`src/rtl/hazard_fwd_unit.sv`:
```
// hazard_fwd_unit: EX operand-forward selects, load-use/flag stall, stall counter.
// Optional: define FLAG_HAZARD_EN to stall flag-conditional branches behind flag setters.
module hazard_fwd_unit #(
    parameter int NREG_W = 4,
    parameter int CNT_W  = 16
) (
    input  logic              clk,
    input  logic              rst,
    input  logic              id_valid,
    input  logic [NREG_W-1:0] id_rs,
    input  logic [NREG_W-1:0] id_rt,
    input  logic              id_uses_rs,
    input  logic              id_uses_rt,
    input  logic [NREG_W-1:0] id_rd,
    input  logic              id_regwrite,
    input  logic              id_memread,
    input  logic              id_flagset,
    input  logic              id_branch,
    input  logic              flush,
    output logic [1:0]        forward_aluin1,
    output logic [1:0]        forward_aluin2,
    output logic              stall,
    output logic [CNT_W-1:0]  stall_count
);

    typedef struct packed {
        logic              valid;
        logic [NREG_W-1:0] rd;
        logic              regwrite;
        logic              memread;
    } prod_t;

    typedef struct packed {
        logic              valid;
        logic [NREG_W-1:0] rd;
        logic              regwrite;
    } wb_t;

    prod_t             ex_q;
    prod_t             mem_q;
    wb_t               wb_q;
    logic [NREG_W-1:0] ex_rs;
    logic [NREG_W-1:0] ex_rt;
    logic              ex_uses_rs;
    logic              ex_uses_rt;

    logic lu;
    logic flag_hz;
    logic advance;
    logic mem_fwd_ok;
    logic wb_fwd_ok;
    logic ex_use1;
    logic ex_use2;
    logic mem_hit1;
    logic mem_hit2;
    logic wb_hit1;
    logic wb_hit2;

`ifdef FLAG_HAZARD_EN
    logic ex_flagset;

    assign flag_hz = id_valid & id_branch & ex_q.valid & ex_flagset;
`else
    logic unused_flag_in;

    assign unused_flag_in = id_flagset ^ id_branch;
    assign flag_hz        = 1'b0;
`endif

    assign lu = id_valid & ex_q.valid & ex_q.memread
              & (ex_q.rd != '0)
              & ((id_uses_rs & (id_rs == ex_q.rd))
               | (id_uses_rt & (id_rt == ex_q.rd)));

    assign stall   = !flush & (lu | flag_hz);
    assign advance = id_valid & !stall & !flush;

    // A load in MEM has no data yet, so only WB may supply it.
    assign mem_fwd_ok = mem_q.valid & mem_q.regwrite
                      & !mem_q.memread & (mem_q.rd != '0);
    assign wb_fwd_ok  = wb_q.valid & wb_q.regwrite & (wb_q.rd != '0);

    assign ex_use1 = ex_q.valid & ex_uses_rs;
    assign ex_use2 = ex_q.valid & ex_uses_rt;

    assign mem_hit1 = ex_use1 & mem_fwd_ok & (mem_q.rd == ex_rs);
    assign mem_hit2 = ex_use2 & mem_fwd_ok & (mem_q.rd == ex_rt);
    assign wb_hit1  = ex_use1 & wb_fwd_ok & (wb_q.rd == ex_rs) & !mem_hit1;
    assign wb_hit2  = ex_use2 & wb_fwd_ok & (wb_q.rd == ex_rt) & !mem_hit2;

    always_comb begin
        forward_aluin1 = 2'b00;
        unique case (1'b1)
            mem_hit1: forward_aluin1 = 2'b01;
            wb_hit1:  forward_aluin1 = 2'b10;
            default:  forward_aluin1 = 2'b00;
        endcase
    end

    always_comb begin
        forward_aluin2 = 2'b00;
        unique case (1'b1)
            mem_hit2: forward_aluin2 = 2'b01;
            wb_hit2:  forward_aluin2 = 2'b10;
            default:  forward_aluin2 = 2'b00;
        endcase
    end

    always_ff @(posedge clk or negedge rst) begin
        if (!rst) begin
            ex_q       <= '0;
            mem_q      <= '0;
            wb_q       <= '0;
            ex_rs      <= '0;
            ex_rt      <= '0;
            ex_uses_rs <= 1'b0;
            ex_uses_rt <= 1'b0;
`ifdef FLAG_HAZARD_EN
            ex_flagset <= 1'b0;
`endif
        end else begin
            wb_q.valid    <= mem_q.valid;
            wb_q.rd       <= mem_q.rd;
            wb_q.regwrite <= mem_q.regwrite;
            mem_q         <= ex_q;
            if (advance) begin
                ex_q.valid    <= 1'b1;
                ex_q.rd       <= id_rd;
                ex_q.regwrite <= id_regwrite;
                ex_q.memread  <= id_memread;
                ex_rs         <= id_rs;
                ex_rt         <= id_rt;
                ex_uses_rs    <= id_uses_rs;
                ex_uses_rt    <= id_uses_rt;
`ifdef FLAG_HAZARD_EN
                ex_flagset    <= id_flagset;
`endif
            end else begin
                ex_q.valid <= 1'b0;
            end
        end
    end

    always_ff @(posedge clk or negedge rst) begin
        if (!rst) begin
            stall_count <= '0;
        end else if (stall && (stall_count != '1)) begin
            stall_count <= stall_count + CNT_W'(1);
        end
    end

endmodule
```
`config.mk`:
```
export PLATFORM = sky130hd
export DESIGN_NAME = hazard_fwd_unit
export DESIGN_NICKNAME = d
export VERILOG_FILES = /design/src/rtl/hazard_fwd_unit.sv
export SDC_FILE = /design/constraint.sdc
export NUM_CORES = 1
export LEC_CHECK = 0
export CAP_MARGIN = 10
export CORE_MARGIN = 5
export CORE_UTILIZATION = 46
export CTS_CLUSTER_SIZE = 25
export DETAILED_ROUTE_END_ITERATION = 8
export DONT_BUFFER_PORTS = 1
export PLACE_DENSITY = 0.62
export SLEW_MARGIN = 15
export SYNTH_ARGS = -nofsm -noshare
export SYNTH_HDL_FRONTEND = slang
export SYNTH_SLANG_ARGS = --single-unit
```
`constraint.sdc`:
```
create_clock -name clk -period 1.87 [get_ports clk]
set_clock_uncertainty 0.1 [all_clocks]
set_input_delay 0.374 -clock clk [delete_from_list [all_inputs] [get_ports clk]]
set_output_delay 0.374 -clock clk [all_outputs]
set_load 0.1 [all_outputs]
```
# == Word level (Yosys, flattened, before mapping) ==
# Index checks and enable logic that the tools add are counted.
# totals
register_bits,46
inputBits,22
out_inout_bits,21
word_cells,63
# classes
add_sub_neg,1
eq_ne,7
n_mux,3
n_bitwise,27
reduce_logical,9
# op_table
cell,n
AND 1 bit,26
== test 4 bit,6
"adder 16 x 1 -> 16 bit, second input constant",1
"inequality test 16 bit, second input constant",1
nonzero test 4 bit,3
case mux 2 bit (2 select lines),2
zero test 1 bit,5
logical AND 1 bit,1
two-way mux 1 bit,1
OR 1 bit,1

# == Depth between registers and ports, before layout ==
# Gate-level depths: netlist (run 1).
# depth
depth_word,9
depth_mapped,8
mapped_depth_nobuf,7

# == Least setup slack after synthesis (run 1) ==
# Ideal clock, no wire load.
# synth_path
kind,register to output
start,register mem_q[3] (netlist name)
end,output port forward_aluin1[1]
t_arrival_ns,5.586
setup_slack_ns,-4.190
stages_incl_launch_ff,5
path_cell_list,dfrtp_1 -> xnor2_1 -> nand3_1 -> nor4_1 -> nor4_1
# synth_between
elab_chain_cells,7
elab_cells_between_ends,8
cone_classes,eq/ne: 1; mux: 1; bitwise: 4; reduce/logical: 2
# synth_lines
element,line,rtl
"start, declared",40,prod_t mem_q;
"start signal, assigned",125,mem_q <= ex_q;
nonzero test 4 bit,80,& !mem_q.memread & (mem_q.rd != '0);
AND 1 bit,80,
AND 1 bit,86,assign mem_hit1 = ex_use1 & mem_fwd_ok & (mem_q.rd == ex_rs);
AND 1 bit *,86,
zero test 1 bit,88,assign wb_hit1 = ex_use1 & wb_fwd_ok & (wb_q.rd == ex_rs) & !mem_hit1;
AND 1 bit,88,
case mux 2 bit (2 select lines) *,93,unique case (1'b1)
"end, declared",20,"output logic [1:0] forward_aluin1,"
# Mark *: on every way between the ends. The rest lies on a longest branch, timed or not.

# == Final worst setup path (run 1) ==
# layout_path
start,register ex_q[2] (netlist name)
end,register stall_count[14]
# layout_between
elab_chain_cells,6
elab_cells_between_ends,10
cone_classes,eq/ne: 2; bitwise: 6; reduce/logical: 2
# layout_lines
element,line,rtl
"start, declared",39,prod_t ex_q;
"== test 4 bit, on equally long branches","72, 73",
"AND 1 bit, on equally long branches","72, 73",
OR 1 bit,73,| (id_uses_rt & (id_rt == ex_q.rd)));
AND 1 bit *,72,& ((id_uses_rs & (id_rs == ex_q.rd))
AND 1 bit *,75,assign stall = !flush & (lu | flag_hz);
logical AND 1 bit *,147,end else if (stall && (stall_count != '1)) begin
"end signal, assigned",148,stall_count <= stall_count + CNT_W'(1);
"end, declared",23,output logic [CNT_W-1:0] stall_count
# Marked as above.
# A chain may end at the register's enable or synchronous reset.

==> results of run 1 <==
-- cell usage after synthesis (all sizes together) --
cell,number
nor2,5
or3,2
xor2,12
nor3,2
nand3,12
or2,1
nand2,12
or4,1
dfrtp,46
nor4,9
and3,6
o41ai,1
buf,3
nand2b,1
ha,1
xnor2,27
nand4,6
o21ai,1
inv,1
mux2,17
or3b,1
-- registers in the layout (all words and copies together) (netlist names) --
signal	cells
ex_q	7
ex_rs	4
ex_rt	4
ex_uses_rs	1
ex_uses_rt	1
mem_q	7
stall_count	16
wb_q	6
-- cell usage in the layout, fill, tap and decap left out, types with 2 or more instances in the layout --
master,count
mux2_4,17
clkinv_2,2
xor2_1,10
nor4_4,7
buf_6,10
nand3_4,5
buf_8,2
nand4_1,6
or3_4,2
nand2_1,10
nor2_2,2
and3_1,5
clkbuf_16,2
xor2_2,2
clkbuf_8,5
nand3_2,5
nand3_1,2
buf_4,35
xnor2_1,12
dfrtp_2,13
buf_16,3
nor2_1,2
buf_12,6
dfrtp_4,8
dfrtp_1,25
xnor2_2,15
-- metrics by stage --
| step | hold slack, ns | cell area (µm²) | power (mW) | setup slack, ns | std cells |
|---|---|---|---|---|---|
| 4_1_cts | 0.107 | 3120 | 2.41 | -0.452 | 278 |
| 3_5_place_dp | -0.0196 | 2720 | 1.57 | -0.153 | 258 |
| 6_report | 0.117 | 3400 | 2.49 | -0.488 | 283 |
| 5_1_grt | 0.0906 | 3400 | 2.61 | -0.561 | 283 |
| 2_1_floorplan | -0.0216 | 2290 | 1.47 | -0.860 | 167 |
| 3_3_place_gp | -0.0199 | 2720 | 1.55 | -0.152 | 258 |
-- final timing paths --
| kind | from | end | slack (ns) | cells past startpoint |
|---|---|---|---|---|
| min in group asynchronous | rst | wb_q[0] | 0.48 | 2 |
| setup reg to reg | ex_q[2] | stall_count[14] | -0.49 | 7 |
| hold reg to reg | mem_q[6] | wb_q[5] | 0.27 | 0 |
| setup / recovery | ex_q[2] | stall_count[14] | -0.49 | 7 |
| max in group asynchronous | rst | stall_count[4] | 0.96 | 2 |
| hold / removal | id_rd[2] | ex_q[4] | 0.12 | 1 |
-- layout make-up --
class | count | area [µm²]
Clock buffer | 5 | 68.8
Clock inverter | 3 | 40.0
Fill cell | 247 | 957
Inverter | 1 | 3.75
Multi-Input combinational cell | 117 | 1350
Sequential cell | 46 | 1200
Tap cell | 52 | 65.1
Timing Repair Buffer | 59 | 668
-- logic make-up after synthesis --
logic type / after synthesis / synth area share
flip-flops: 46 / 0.556
AO/OA/AOI/OAI: 2 / 0.00847
XOR/XNOR: 39 / 0.165
multiplexers: 17 / 0.0925
buffers and inverters: 4 / 0.0133
adder cells (fa/ha/maj): 1 / 0.00604
AND/OR/NAND/NOR: 58 / 0.158
-- critical path: stages, from the launching register on --
cell and delay [ns]:
dfrtp_2 0.48, xor2_1 0.23, nor4_4 0.34, o21ai_2 0.13
buf_4 0.15, buf_6 0.11, or4_4 0.55, xnor2_2 0.15
-- where the power goes --
group          switching [mW]  internal [mW]
registers               0.125           1.10
clock network           0.340          0.394
logic                   0.249          0.291
-- timing repair --
action | 4_1_cts | 5_1_grt
pin swaps | 19 | 24
gates resized for setup | 34 | 42
hold buffers | 2 | 0
gates cloned | 0 | 2
endpoints found under the setup margin | 36 | 37
hold endpoints to repair | 46 | 0
buffers inserted | 11 | 7
-- layer usage --
layer | track usage | wire length, µm
met3 | 0.0562 | 279
met4 | 0.0515 | 48
met5 | 0 | 0
met1 | 0.242 | 2470
met2 | 0.300 | 2770
==> metrics.csv, run 1 <==
metric,value,unit
status,"complete, but fails checks",
failing checks,negative setup slack,
Final TNS setup,-10.66,ns
core area,4350,µm²
Initial Util,0.475,
Layout area overhead,64.1,%
Die W,77.1,µm
measured slew at the worst slew-check pin,0.390,ns
DRC,0,
P_leak,1.49,nW
vias in the first global route,1706,
post-layout util,0.780,
unrepaired setup endpoints after global routing,yes,
first-pass GRT wire length,8780,µm
routed vias/inst,5.46,
1st-pass router iterations,4,
gp weighted congestion,0.796,
IO Count,43,
slew margin rel.,0.739,
DP HPWL,3490,µm
Via Count,1545,
crit path DAT,2.45,ns
crit path max fanout,4,
All-Layer GR Usage,0.185,
hold crit path type,in2reg,
Syn. warnings,0,
Synth top area share,0.556,
Max Cap Viol,0,
synth unique cells,26,
Final Max Slew Viols,0,
initial detailed-routing violation count,49,
Clock Tree Buf Depth,2,
Power Density,734,nW/µm²
final hold violations,0,
port bufs,0,
Mapped Area,2070,µm²
Peak supply drop,0.642,mV
Final WS setup,-0.488,ns
die height,77.1,µm
endpoint class of the critical path,register,
"Seq/Total Area, Yosys",0.556,
layout cells sized above 1,0.675,
Crit Path Category,reg2reg,
Mapped Nets,190,
# diodes,0,
Final ANT Viol Nets,0,
TritonCTS Sinks,46,
CTS buffer count,5,
CTS Root Cell,clkbuf_8,
period utilization,1.26,
Synth Register Bits,46,
DR WL/cell,19.7,µm
Worst-Skew Late Latency,0.30,ns
Layout Nets,253,
clk slew on worst S/H paths,0.09,ns
CTS tree,yes,
DRT Wirelength,5570,µm
largest cells by area after synthesis,"dfrtp_1 56%, xnor2_1 11%, mux2_2 9.3%, xor2_1 5.1%, nand3_1 2.9%",
Cells after Synth,167,
largest net degree at the start of global routing,47,
crit path time final,2.36,ns
H-tree levels,2,
FMAX,0.424,GHz
CP required,1.96,ns
syn avg cell area,12.4,µm²
grt total ovfl,0,
Synth area leader,dfrtp_1,
die area,5940,µm²
CP Launch Type,register,
initial antenna violation count,0,
Core Rows,24,
final setup violation count,38,
(Power assumes the default switching activity.)
==> inputs of run 2 (changes only) <==
--- a/config.mk
+++ b/config.mk
@@ -6,12 +6,14 @@
 export NUM_CORES = 1
 export LEC_CHECK = 0
 export CAP_MARGIN = 10
+export CELL_PAD_IN_SITES_DETAIL_PLACEMENT = 1
+export CELL_PAD_IN_SITES_GLOBAL_PLACEMENT = 1
 export CORE_MARGIN = 5
-export CORE_UTILIZATION = 46
+export CORE_UTILIZATION = 44
 export CTS_CLUSTER_SIZE = 25
 export DETAILED_ROUTE_END_ITERATION = 8
 export DONT_BUFFER_PORTS = 1
-export PLACE_DENSITY = 0.62
+export PLACE_DENSITY = 0.72
 export SLEW_MARGIN = 15
 export SYNTH_ARGS = -nofsm -noshare
 export SYNTH_HDL_FRONTEND = slang
==> constraint.sdc (replaced) <==
create_clock -name clk -period 1.87 [get_ports clk]
set_clock_uncertainty 0.1 [all_clocks]
set_input_delay 0.187 -clock clk [delete_from_list [all_inputs] [get_ports clk]]
set_output_delay 0.187 -clock clk [all_outputs]
set_load 0.1 [all_outputs]
==> metrics.csv, run 2 (synthesis gave the netlist of run 1 again) <==
metric,value,unit
initial detailed-routing violation count,69,
Peak supply drop,0.536,mV
Reg with most FFs,stall_count,
FMAX,0.429,GHz
CTS Root Cell,clkbuf_8,
IO Count,43,
vias in the first global route,1983,
1st-pass router iterations,4,
Area after DPL,2710,µm²
Max Cap Viol,0,
All-Layer GR Usage,0.254,
fillers,372,
CTS tree,yes,
crit path time final,2.33,ns
Final Max Slew Viols,0,
Core Rows,25,
Layout Nets,266,
"commonest non-fill, non-tap cell in the layout",buf_4,
"setup slack, reg-to-reg",-0.39,ns
H-tree levels,2,
"commonest cells after routing, fill and taps aside","32 x buf_4, 23 x dfrtp_1, 17 x xnor2_1, 17 x mux2_4, 17 x dlygate4sd3_1",
die area,6170,µm²
DRT Wirelength,9210,µm
Register Area,1200,µm²
final hold violations,0,
Worst-Skew Late Latency,0.31,ns
Final Cell Area,3540,µm²
Final ANT Viol Nets,0,
layout cells sized above 1,0.631,
Layout area overhead,70.9,%
CP Launch Type,register,
die height,78.6,µm
largest net degree at the start of global routing,47,
max FFs per register,16,
CP required,1.58,ns
hold crit path type,in2reg,
final setup violation count,38,
CTS buffer count,5,
Via Count,1733,
endpoint class of the critical path,primary output,
gp weighted congestion,0.830,
DR WL/cell,30.9,µm
slew margin rel.,0.774,
period utilization,1.25,
grt total ovfl,0,
# diodes,0,
failing checks,negative setup slack,
Initial Util,0.447,
core area,4630,µm²
biggest regs,"stall_count (16), ex_q (7), mem_q (7)",
measured slew at the worst slew-check pin,0.336,ns
worst hold slack,0.240,ns
Die W,78.6,µm
Crit Path Category,reg2out,
crit path DAT,2.04,ns
clk slew on worst S/H paths,0.10,ns
initial antenna violation count,0,
port bufs,0,
first-pass GRT wire length,11400,µm
routed vias/inst,5.82,
TritonCTS Sinks,46,
P_leak,1.50,nW
Final WS setup,-0.462,ns
crit path max fanout,4,
Power Density,700,nW/µm²
unrepaired setup endpoints after global routing,yes,
Clock Tree Buf Depth,2,
DRC,0,
status,"complete, but fails checks",
multi-input logic area,1370,µm²
DP HPWL,3940,µm
-- run 2: changes by cell type in the layout (fill, tap and decap cells not counted), moves of 3 or more --
cell | before | now
xor2_1 | 10 | 5
buf_4 | 35 | 32
xnor2_1 | 12 | 17
xor2_2 | 2 | 7
xnor2_2 | 15 | 9
dlygate4sd3_1 | 1 | 17
-- run 2: metrics by stage --
stage | power [mW] | setup WS [ns] | util | std cells | setup TNS (ns)
2_1_floorplan | 1.47 | -0.673 | - | 167 | -4.72
4_1_cts | 2.33 | -0.286 | 0.712 | 293 | -5.33
5_1_grt | 2.57 | -0.497 | 0.764 | 298 | -14.27
3_5_place_dp | 1.57 | -0.128 | 0.586 | 258 | -2.77
3_3_place_gp | 1.54 | -0.0861 | 0.586 | 258 | -1.28
6_report | 2.48 | -0.462 | 0.764 | 298 | -11.61
-- run 2: layout make-up --
type	instances	area share
clock buffers	5	0.0195
flip-flops and latches	46	0.339
inverters	1	0.00106
multi-input cells	117	0.388
repair buffers	72	0.227
clock inverters	3	0.00601
well taps	54	0.0191
-- run 2: repair_timing --
| item | 4_1_cts | 5_1_grt |
|---|---|---|
| hold buffers | 18 | 0 |
| setup buffers | 6 | 7 |
| gates resized for setup | 43 | 40 |
| pin swaps | 26 | 24 |
| endpoints found under the hold margin | 62 | 0 |
| cloned | 3 | 0 |
| setup endpoints to repair | 36 | 38 |
-- run 2: metal layers --
metal  track usage  vias to the layer above  share of wire
li1              -                      726              -
met1         0.287                      912           0.36
met2         0.461                       68           0.54
met3        0.0631                       27          0.051
met4        0.0874                        0          0.042
met5             0                        -              0
-- run 2: path summary, 6_finish.rpt --
path	start	endpoint	cells past startpoint
worst min register to register	mem_q[1]	wb_q[0]	0
worst max-delay path	mem_q[4]	forward_aluin1[1]	5
max in group asynchronous	rst	stall_count[1]	2
worst min-delay path	id_valid	ex_q[6]	3
min in group asynchronous	rst	ex_rs[0]	2
worst max register to register	ex_q[4]	ex_rt[3]	9
-- run 2: power breakdown --
part	switching [mW]	leakage, nW	internal (mW)
clock	0.378	0.0441	0.264
combinational	0.293	0.917	0.287
sequential	0.157	0.542	1.10
-- run 2: worst max-delay path, stage by stage, from the launching register on --
cell	delay, ns
dfrtp_2	0.48
o41ai_4	0.44
buf_4	0.22
nor4_4	0.06
nor4_4	0.32
buf_12	0.22
==> inputs of run 3 (changes only) <==
--- a/config.mk
+++ b/config.mk
@@ -14,6 +14,7 @@
 export DETAILED_ROUTE_END_ITERATION = 8
 export DONT_BUFFER_PORTS = 1
 export PLACE_DENSITY = 0.72
+export REMOVE_ABC_BUFFERS = 1
 export SLEW_MARGIN = 15
 export SYNTH_ARGS = -nofsm -noshare
 export SYNTH_HDL_FRONTEND = slang
==> metrics.csv, run 3 (synthesis gave the netlist of run 1 again) <==
metric,value,unit
vias in the first global route,1865,
DR WL/cell,28.6,µm
max FFs per register,16,
Power Internal,1.79,mW
Worst-Skew Late Latency,0.31,ns
CTS buffer count,5,
sw frac,0.313,
measured slew at the worst slew-check pin,0.420,ns
status,"complete, but fails checks",
CP Launch Type,register,
Max Cap Viol,0,
Layout area overhead,69.0,%
Initial Util,0.447,
Reg with most FFs,stall_count,
FF-to-FF path depth,8,
Final Max Slew Viols,0,
Final WS setup,-0.426,ns
port bufs,0,
Peak supply drop,0.697,mV
Area after DPL,2520,µm²
1st-pass router iterations,4,
"commonest cells after routing, fill and taps aside","42 x dfrtp_1, 31 x buf_4, 17 x dlygate4sd3_1",
switching power,816,µW
gp weighted congestion,0.864,
fillers,387,
final setup violation count,37,
initial antenna violation count,0,
Register Area,1160,µm²
DRC,0,
Clk pwr share,0.296,
# placed instances,257,
P_leak,1.50,nW
CP required,1.58,ns
die height,78.6,µm
worst hold path startpoint,id_valid,
"commonest non-fill, non-tap cell in the layout",dfrtp_1,
largest net degree at the start of global routing,47,
Layout Cells excl Fill,296,
"Endpoint, Worst Hold",ex_q[6],
Power Density,746,nW/µm²
core area,4630,µm²
crit path DAT,2.01,ns
CTS tree,yes,
FF-to-FF Start,ex_q[2],
Final ANT Viol Nets,0,
initial detailed-routing violation count,129,
grt total ovfl,0,
# diodes,0,
crit path time final,2.30,ns
Final Cell Area,3500,µm²
crit path max fanout,2,
failing checks,negative setup slack,
first-pass GRT wire length,10400,µm
clk slew on worst S/H paths,0.10,ns
IO Count,43,
layout cells sized above 1,0.570,
period utilization,1.23,
Via Count,1708,
unrepaired setup endpoints after global routing,yes,
DRT Wirelength,8470,µm
die area,6170,µm²
Core Rows,25,
Die W,78.6,µm
routed vias/inst,5.77,
hold path cells,3,
H-tree levels,2,
Crit Path Category,reg2out,
worst hold slack,0.180,ns
multi-input logic area,1380,µm²
post-layout util,0.755,
Layout Nets,264,
DP HPWL,3870,µm
Crit Reg-Reg Endpoint,ex_rs[0],
final hold violations,0,
CTS Root Cell,clkbuf_8,
Clock Tree Buf Depth,2,
"setup slack, reg-to-reg",-0.34,ns
Comb pwr share,0.225,
sequential power share,0.480,
biggest regs,"stall_count (16), ex_q (7), mem_q (7)",
All-Layer GR Usage,0.226,
FMAX,0.435,GHz
hold crit path type,in2reg,
slew margin rel.,0.720,
endpoint class of the critical path,primary output,
TritonCTS Sinks,46,
-- run 3: worst max path at each step --
stage | start | to
5_1_grt | mem_q[4] | forward_aluin2[1]
2_1_floorplan | mem_q[3] | forward_aluin1[1]
4_1_cts | ex_q[4] | stall
3_3_place_gp | ex_q[3] | stall_count[14]
3_5_place_dp | ex_q[3] | stall_count[14]
6_report | mem_q[4] | forward_aluin2[1]
-- run 3: layer usage --
metal  vias up  wire, µm  GRT usage  part of all wire
met2        70      4620      0.386              0.55
met4         0        85     0.0962             0.010
met5         -         0          0                 0
li1        721         -          -                 -
met1       911      3370      0.274              0.40
met3         6       386     0.0505             0.046
-- run 3: repair_timing --
| item | 4_1_cts | 5_1_grt |
|---|---|---|
| gates resized for setup | 42 | 61 |
| setup buffers | 6 | 9 |
| endpoints found under the setup margin | 37 | 38 |
| hold buffers | 18 | 0 |
| endpoints found under the hold margin | 62 | 0 |
| pin swaps | 15 | 23 |
-- run 3: final cells by class --
type | instances | share of cell area
clock buffers | 7 | 0.0218
well taps | 54 | 0.0193
repair buffers | 70 | 0.223
flip-flops and latches | 46 | 0.331
clock inverters | 1 | 0.00859
inverters | 1 | 0.00107
multi-input cells | 117 | 0.396
-- run 3: through the flow --
stage | total power [mW] | setup TNS, ns | setup WS (ns)
2_1_floorplan | 1.42 | -33.40 | -4.00
3_3_place_gp | 1.50 | -3.20 | -0.180
3_5_place_dp | 1.53 | -5.47 | -0.212
4_1_cts | 2.41 | -7.28 | -0.287
5_1_grt | 2.69 | -11.20 | -0.487
6_report | 2.61 | -9.41 | -0.426
-- run 3: critical path, stage by stage (launching register included) --
cell,delay [ns]
dfrtp_1,0.44
o41ai_2,0.44
buf_4,0.22
nor4_4,0.05
nor4_2,0.18
buf_4,0.19
buf_16,0.16
-- run 3: power groups by stage --
stage,Sequential [mW],Combinational [mW],Clock [mW]
after floorplan,1.23,0.190,0
after global placement,1.21,0.294,0
after detailed placement,1.22,0.312,0
after CTS,1.21,0.461,0.740
after global routing,1.26,0.617,0.815
final,1.25,0.586,0.772
